$ cat src/rtl/ram_block_mover.sv
// Word-copy DMA master for the data RAM port: copies Length words from SrcAddr to DstAddr, one word per two cycles.
// Optional running checksum of copied words is enabled by defining RAM_MOVER_CHECKSUM_EN.
module ram_block_mover #(
   parameter int unsigned ADDR_WIDTH = 14,
   parameter int unsigned DATA_WIDTH = 32
) (
   input  logic                  Clock,
   input  logic                  Reset,
   input  logic                  Start,
   input  logic [ADDR_WIDTH-1:0] SrcAddr,
   input  logic [ADDR_WIDTH-1:0] DstAddr,
   input  logic [ADDR_WIDTH:0]   Length,
   output logic                  Busy,
   output logic                  Done,
   output logic [ADDR_WIDTH-1:0] MemAddress,
   output logic                  MemWrite,
   output logic [DATA_WIDTH-1:0] MemWriteData,
`ifdef RAM_MOVER_CHECKSUM_EN
   output logic [DATA_WIDTH-1:0] Checksum,
`endif
   input  logic [DATA_WIDTH-1:0] MemReadData
);

   localparam int unsigned LEN_W = ADDR_WIDTH + 1;
   localparam logic [LEN_W-1:0] MAX_LEN = LEN_W'(1) << ADDR_WIDTH;

   typedef enum logic [1:0] {
      S_IDLE  = 2'd0,
      S_READ  = 2'd1,
      S_WRITE = 2'd2,
      S_DONE  = 2'd3
   } state_t;

   state_t                r_state;
   logic [ADDR_WIDTH-1:0] r_src;
   logic [ADDR_WIDTH-1:0] r_dst;
   logic [LEN_W-1:0]      r_rem;
   logic [DATA_WIDTH-1:0] r_buf;
   logic [ADDR_WIDTH-1:0] r_addr;
   logic                  r_busy;
   logic                  r_done;
   logic                  r_we;

   state_t                w_state_nxt;
   logic [ADDR_WIDTH-1:0] w_src_nxt;
   logic [ADDR_WIDTH-1:0] w_dst_nxt;
   logic [LEN_W-1:0]      w_rem_nxt;
   logic [DATA_WIDTH-1:0] w_buf_nxt;
   logic [ADDR_WIDTH-1:0] w_addr_nxt;
   logic                  w_busy_nxt;
   logic                  w_done_nxt;
   logic                  w_we_nxt;
   logic [LEN_W-1:0]      w_len_clamped;

`ifdef RAM_MOVER_CHECKSUM_EN
   logic [DATA_WIDTH-1:0] r_cks;
   logic [DATA_WIDTH-1:0] w_cks_nxt;
`endif

   assign w_len_clamped = (Length > MAX_LEN) ? MAX_LEN : Length;

   // Next-state and next-output decode; outputs are registered so they track the registered state.
   always_comb begin
      w_state_nxt = r_state;
      w_src_nxt   = r_src;
      w_dst_nxt   = r_dst;
      w_rem_nxt   = r_rem;
      w_buf_nxt   = r_buf;
      w_addr_nxt  = r_addr;
      w_busy_nxt  = 1'b0;
      w_done_nxt  = 1'b0;
      w_we_nxt    = 1'b0;
`ifdef RAM_MOVER_CHECKSUM_EN
      w_cks_nxt   = r_cks;
`endif
      case (r_state)
         S_IDLE: begin
            if (Start) begin
               w_src_nxt = SrcAddr;
               w_dst_nxt = DstAddr;
               w_rem_nxt = w_len_clamped;
`ifdef RAM_MOVER_CHECKSUM_EN
               w_cks_nxt = '0;
`endif
               if (w_len_clamped == '0) begin
                  w_state_nxt = S_DONE;
                  w_done_nxt  = 1'b1;
               end else begin
                  w_state_nxt = S_READ;
                  w_busy_nxt  = 1'b1;
                  w_addr_nxt  = SrcAddr;
               end
            end
         end
         S_READ: begin
            // RAM read is sampled here, while MemWrite is low, so write-through never leaks in.
            w_buf_nxt   = MemReadData;
            w_state_nxt = S_WRITE;
            w_busy_nxt  = 1'b1;
            w_we_nxt    = 1'b1;
            w_addr_nxt  = r_dst;
         end
         S_WRITE: begin
            w_src_nxt = r_src + ADDR_WIDTH'(1);
            w_dst_nxt = r_dst + ADDR_WIDTH'(1);
            w_rem_nxt = r_rem - LEN_W'(1);
`ifdef RAM_MOVER_CHECKSUM_EN
            w_cks_nxt = r_cks + r_buf;
`endif
            if (r_rem == LEN_W'(1)) begin
               w_state_nxt = S_DONE;
               w_done_nxt  = 1'b1;
            end else begin
               w_state_nxt = S_READ;
               w_busy_nxt  = 1'b1;
               w_addr_nxt  = r_src + ADDR_WIDTH'(1);
            end
         end
         S_DONE: begin
            w_state_nxt = S_IDLE;
         end
         default: begin
            w_state_nxt = S_IDLE;
         end
      endcase
   end

   always_ff @(posedge Clock) begin
      if (Reset) begin
         r_state <= S_IDLE;
         r_src   <= '0;
         r_dst   <= '0;
         r_rem   <= '0;
         r_buf   <= '0;
         r_addr  <= '0;
         r_busy  <= 1'b0;
         r_done  <= 1'b0;
         r_we    <= 1'b0;
`ifdef RAM_MOVER_CHECKSUM_EN
         r_cks   <= '0;
`endif
      end else begin
         r_state <= w_state_nxt;
         r_src   <= w_src_nxt;
         r_dst   <= w_dst_nxt;
         r_rem   <= w_rem_nxt;
         r_buf   <= w_buf_nxt;
         r_addr  <= w_addr_nxt;
         r_busy  <= w_busy_nxt;
         r_done  <= w_done_nxt;
         r_we    <= w_we_nxt;
`ifdef RAM_MOVER_CHECKSUM_EN
         r_cks   <= w_cks_nxt;
`endif
      end
   end

   assign Busy         = r_busy;
   assign Done         = r_done;
   assign MemAddress   = r_addr;
   assign MemWrite     = r_we;
   assign MemWriteData = r_buf;
`ifdef RAM_MOVER_CHECKSUM_EN
   assign Checksum     = r_cks;
`endif

endmodule

$ cat config.mk
export PLATFORM = sky130hd
export DESIGN_NAME = ram_block_mover
export DESIGN_NICKNAME = d
export VERILOG_FILES = /design/src/rtl/ram_block_mover.sv
export SDC_FILE = /design/constraint.sdc
export NUM_CORES = 1
export LEC_CHECK = 0
export ABC_AREA = 1
export CORE_ASPECT_RATIO = 1.2
export CORE_MARGIN = 2
export CORE_UTILIZATION = 38
export CTS_BUF_LIST = sky130_fd_sc_hd__clkbuf_4
export CTS_CLUSTER_SIZE = 12
export DETAILED_ROUTE_END_ITERATION = 8
export HOLD_SLACK_MARGIN = 0.12
export MAX_ROUTING_LAYER = met4
export PLACE_DENSITY = 0.7
export SLEW_MARGIN = 20
export SYNTH_ARGS = -nofsm -noshare
export SYNTH_HDL_FRONTEND = slang
export SYNTH_SLANG_ARGS = --single-unit
$ cat constraint.sdc
create_clock -name Clock -period 1.4 [get_ports Clock]
set_input_delay 0.28 -clock Clock [delete_from_list [all_inputs] [get_ports Clock]]
set_output_delay 0.28 -clock Clock [all_outputs]
set_load 0.01 [all_outputs]
==> metrics.md <==
| Metric | Value |
|---|---|
| Run status | `finished with violations` |
| Failing checks | `setup timing` |
| Layout cells sized above 1 | `about a third` |
| Num rows | `between 40 and 50` |
| Vias in the first global route | `about 5,700` |
| Final TNS setup | `-6.74 ns` |
| PwrDens | `~1300 nW/um2` |
| Syn Inst Count | `between 700 and 800` |
| Worst-margin pin slew | `~0.32 ns` |
| Internal power | `~6.3 mW` |
| Yosys reg bits | `between 90 and 100` |
| Area leader, netlist | `dfxtp_1` |
| Clock insertion delay at the later pin of the skew report | `~0.48 ns` |
| CTS Sinks | `94` |
| Clock power share | `17.9%` |
| CP Launch Type | `flop` |
| PnR worst setup slack | `-0.193 ns` |
| Die height | `around 130 um` |
| Max-slew violation count | `0` |
| Crit end category | `flop` |
| Worst r2r src | `r_state[1]` |
| Drt total wl | `about 17,000 um` |
| Syn avg cell area | `6.46 um2` |
| Antenna diode count | `0` |
| Initial antenna violation count | `0` |
| Synthesized cell area | `5110 um2` |
| HP Class | `in -> reg` |
| Final-stage net count | `1,098` |
| Worst vdd ir | `0.730 mV` |
| Largest family of logic cells by synthesized area | `simple AND/OR/NAND/NOR gates` |
| Reg-to-reg slack, setup | `-0.19 ns` |
| FFs w/ async S/R, synth | `0%` |
| CP Max Fanout | `10` |
| Clock buffer depth | `2` |
| Global-route wire length before repair | `around 27,000 um` |
| Final instance area | `between 7000 and 8000 um2` |
| Most frequent cell after synthesis | `nand2_1` |
| Placer Congestion | `slightly above 0.9` |
| Gr usage total | `around 25%` |
| CTS Buf Count | `9` |
| Synth Net Count | `877` |
| CP Launch Point | `r_state[1]` |
| Post-synthesis xor/xnor area fraction | `less than 1%` |
| # fillers | `1,174` |
| DRT Pass-1 Iters | `5` |
| Hold_ws | `0.340 ns` |
| FF/Latch Area | `1940 um2` |
| Worst-case reg-to-reg path depth | `7` |
| Initial Util | `38.8%` |
| Compound-Gate Fraction of Synth Area | `between 10% and 20%` |
| Crit path kind | `reg -> reg` |
| Fmax | `about 0.63 GHz` |
| Max Cap Viol | `0` |
| DRC viols | `0` |
| Number of synthesized flops with an enable pin | `0` |
| Commonest cells post-synth | `nand2_1 (180), nor2_1 (142), dfxtp_1 (94)` |
| Rel. slew slack | `roughly four fifths` |
| Final Hold Fails | `0` |
| Post-layout util | `between 60% and 70%` |
| Final setup fails | `between 50 and 60` |
| CORE AREA | `around 13,000 um2` |
| Largest net degree at the start of global routing | `42` |
| Post-synthesis simple-gate area fraction | `34.4%` |
| CTS clk-pin slew, worst paths | `~0.18 ns` |
| Gr ovfl total | `0` |
| Synthesis Warnings | `0` |
| Hpwl dp | `around 12,000 um` |
| Synth unique cells | `40` |
| Setup repair after global routing missed its margin | `yes` |
| Io pins | `approximately 130` |
| Top-area cell type share of the netlist area | `a little under two fifths` |
| Top cells by area, synth | `dfxtp_1 (37%), nand2_1 (13%), nor2_1 (10%), a21oi_1 (7.1%), o21ai_0 (6.9%)` |
| CP arrival | `around 2.0 ns` |
| Die X | `about 110 um` |
| Reg2reg end | `r_dst[5]` |
| Hold path endpoint | `MemWriteData[19]` |
| Switch share | `39.1%` |
| Seq/Total Area, Yosys | `a little under two fifths` |
| Hold wc startpoint | `MemReadData[19]` |
| Leak | `between 3 and 4 nW` |
| DR vias/cell | `between 5 and 6` |
| Die area | `~14,000 um2` |
| Area occupied by multi-input gates | `3130 um2` |
| Top_reg_cell synth | `dfxtp_1` |
| DRT antenna net count | `0` |
| Clock root buffer master | `clkbuf_4` |
| Adder-Cell Fraction of Synth Area | `1.96%` |
| Clock Skews | `approximately 0.015 ns` |
| Drt wl/cell | `14.3 um` |
| PortBufs | `roughly 130` |
| NetSw | `4.05 mW` |
| CTS tree | `done` |
| Post-synthesis mux area share | `0%` |
| Iteration-0 DRC Markers | `between 300 and 400` |
| Vias | `~6,000` |
| Area delta synth->final | `55.7%` |
| WP data required | `between 1.5 and 2 ns` |
| Worst Hold Depth | `3` |
| Htree depth | `3` |
| Seq pwr share | `about a third` |
| Combinational Power Share | `between 40% and 50%` |
| Dpl cell area | `roughly 7300 um2` |
| Final Cycle Share | `114%` |
| Min Tclk post-route | `1.59 ns` |
==> power groups by stage <==
stage	Combinational (mW)	Clock (mW)	Sequential, mW
final	4.92	1.86	3.58
after detailed placement	4.28	0	3.56
after global routing	5.41	2.00	3.65
after CTS	4.84	1.91	3.54
after global placement	4.26	0	3.55
after floorplan	2.21	0	3.69
==> worst max-delay path, stage by stage (launching register included) <==
cell and delay, ns:
dfxtp_4 0.38, buf_6 0.12, ha_4 0.18, o21ai_4 0.27, buf_4 0.18, buf_8 0.14
a21oi_1 0.05, a211oi_1 0.20
==> cells by family (layout without fill, tap and decap cells) <==
family / count (synthesis) / after routing
AND/OR/NAND/NOR: 418 / 419
AO/OA/AOI/OAI: 174 / 174
flip-flops: 94 / 94
buffers and inverters: 93 / 318
adder cells (fa/ha/maj): 8 / 8
XOR/XNOR: 4 / 4
==> registers in the layout (all words and copies together), names as in the netlist <==
register and cells:
MemWriteData 32, r_rem 15, MemAddress 14, r_dst 14, r_src 14, r_state 2, Busy 1, Done 1
MemWrite 1
==> layout make-up <==
cell class              count  area share (%)
well taps                 168            2.64
clock buffers               9           0.849
inverters                  51            2.69
repair buffers            250            28.6
flip-flops and latches     94            24.4
clock inverters             7            1.40
repair inverters            1          0.0944
multi-input cells         605            39.3
==> cells in the final DEF, fill, tap and decap left out, types with 4 or more instances in the layout <==
cell type	n
buf_4	101
o211ai_1	4
a31oi_1	8
a21oi_1	61
nor2_2	11
nand2_1	166
nand3_1	49
dfxtp_2	39
inv_2	7
o21ai_0	52
nand4_1	11
a211oi_1	4
buf_12	8
buf_6	9
or2_2	10
nor3_1	5
ha_4	5
nor2_4	9
buf_16	4
clkbuf_2	27
buf_2	6
nor2_1	131
a21oi_2	12
clkdlybuf4s50_1	77
clkbuf_4	9
nand2_2	14
o21ai_1	21
clkdlybuf4s15_2	14
dfxtp_1	52
inv_1	38
inv_6	5
==> how the worst max path moves through the flow <==
stage	endpoint	slack (ns)	cells past startpoint
2_1_floorplan	r_dst[7]	-0.03	9
3_3_place_gp	r_rem[13]	-0.45	9
3_5_place_dp	r_rem[13]	-0.48	9
4_1_cts	r_rem[12]	-0.16	12
5_1_grt	r_rem[6]	-0.26	8
6_report	r_dst[5]	-0.19	7
==> timing repair <==
item,CTS,global route
pin swaps,17,8
cloned,7,0
hold buffers,0,0
resized for setup,202,95
buffers inserted,9,3
setup endpoints to repair,115,134
hold endpoints to repair,0,0
==> per-layer routing <==
layer | global-route usage [%] | wire [um]
met3 | 3.62 | 875
met2 | 39.8 | 8300
met5 | - | 0
met1 | 30.4 | 7230
met4 | 10.8 | 518
==> stage by stage <==
step / power [mW] / instances / setup WS, ns
global route: 11.1 / 1185 / -0.259
floorplan: 5.89 / 791 / -0.0274
finish: 10.4 / 1185 / -0.193
global placement: 7.81 / 1150 / -0.452
detailed placement: 7.84 / 1150 / -0.482
CTS: 10.3 / 1182 / -0.163
No activity file was read; power rests on OpenSTA's default activity.
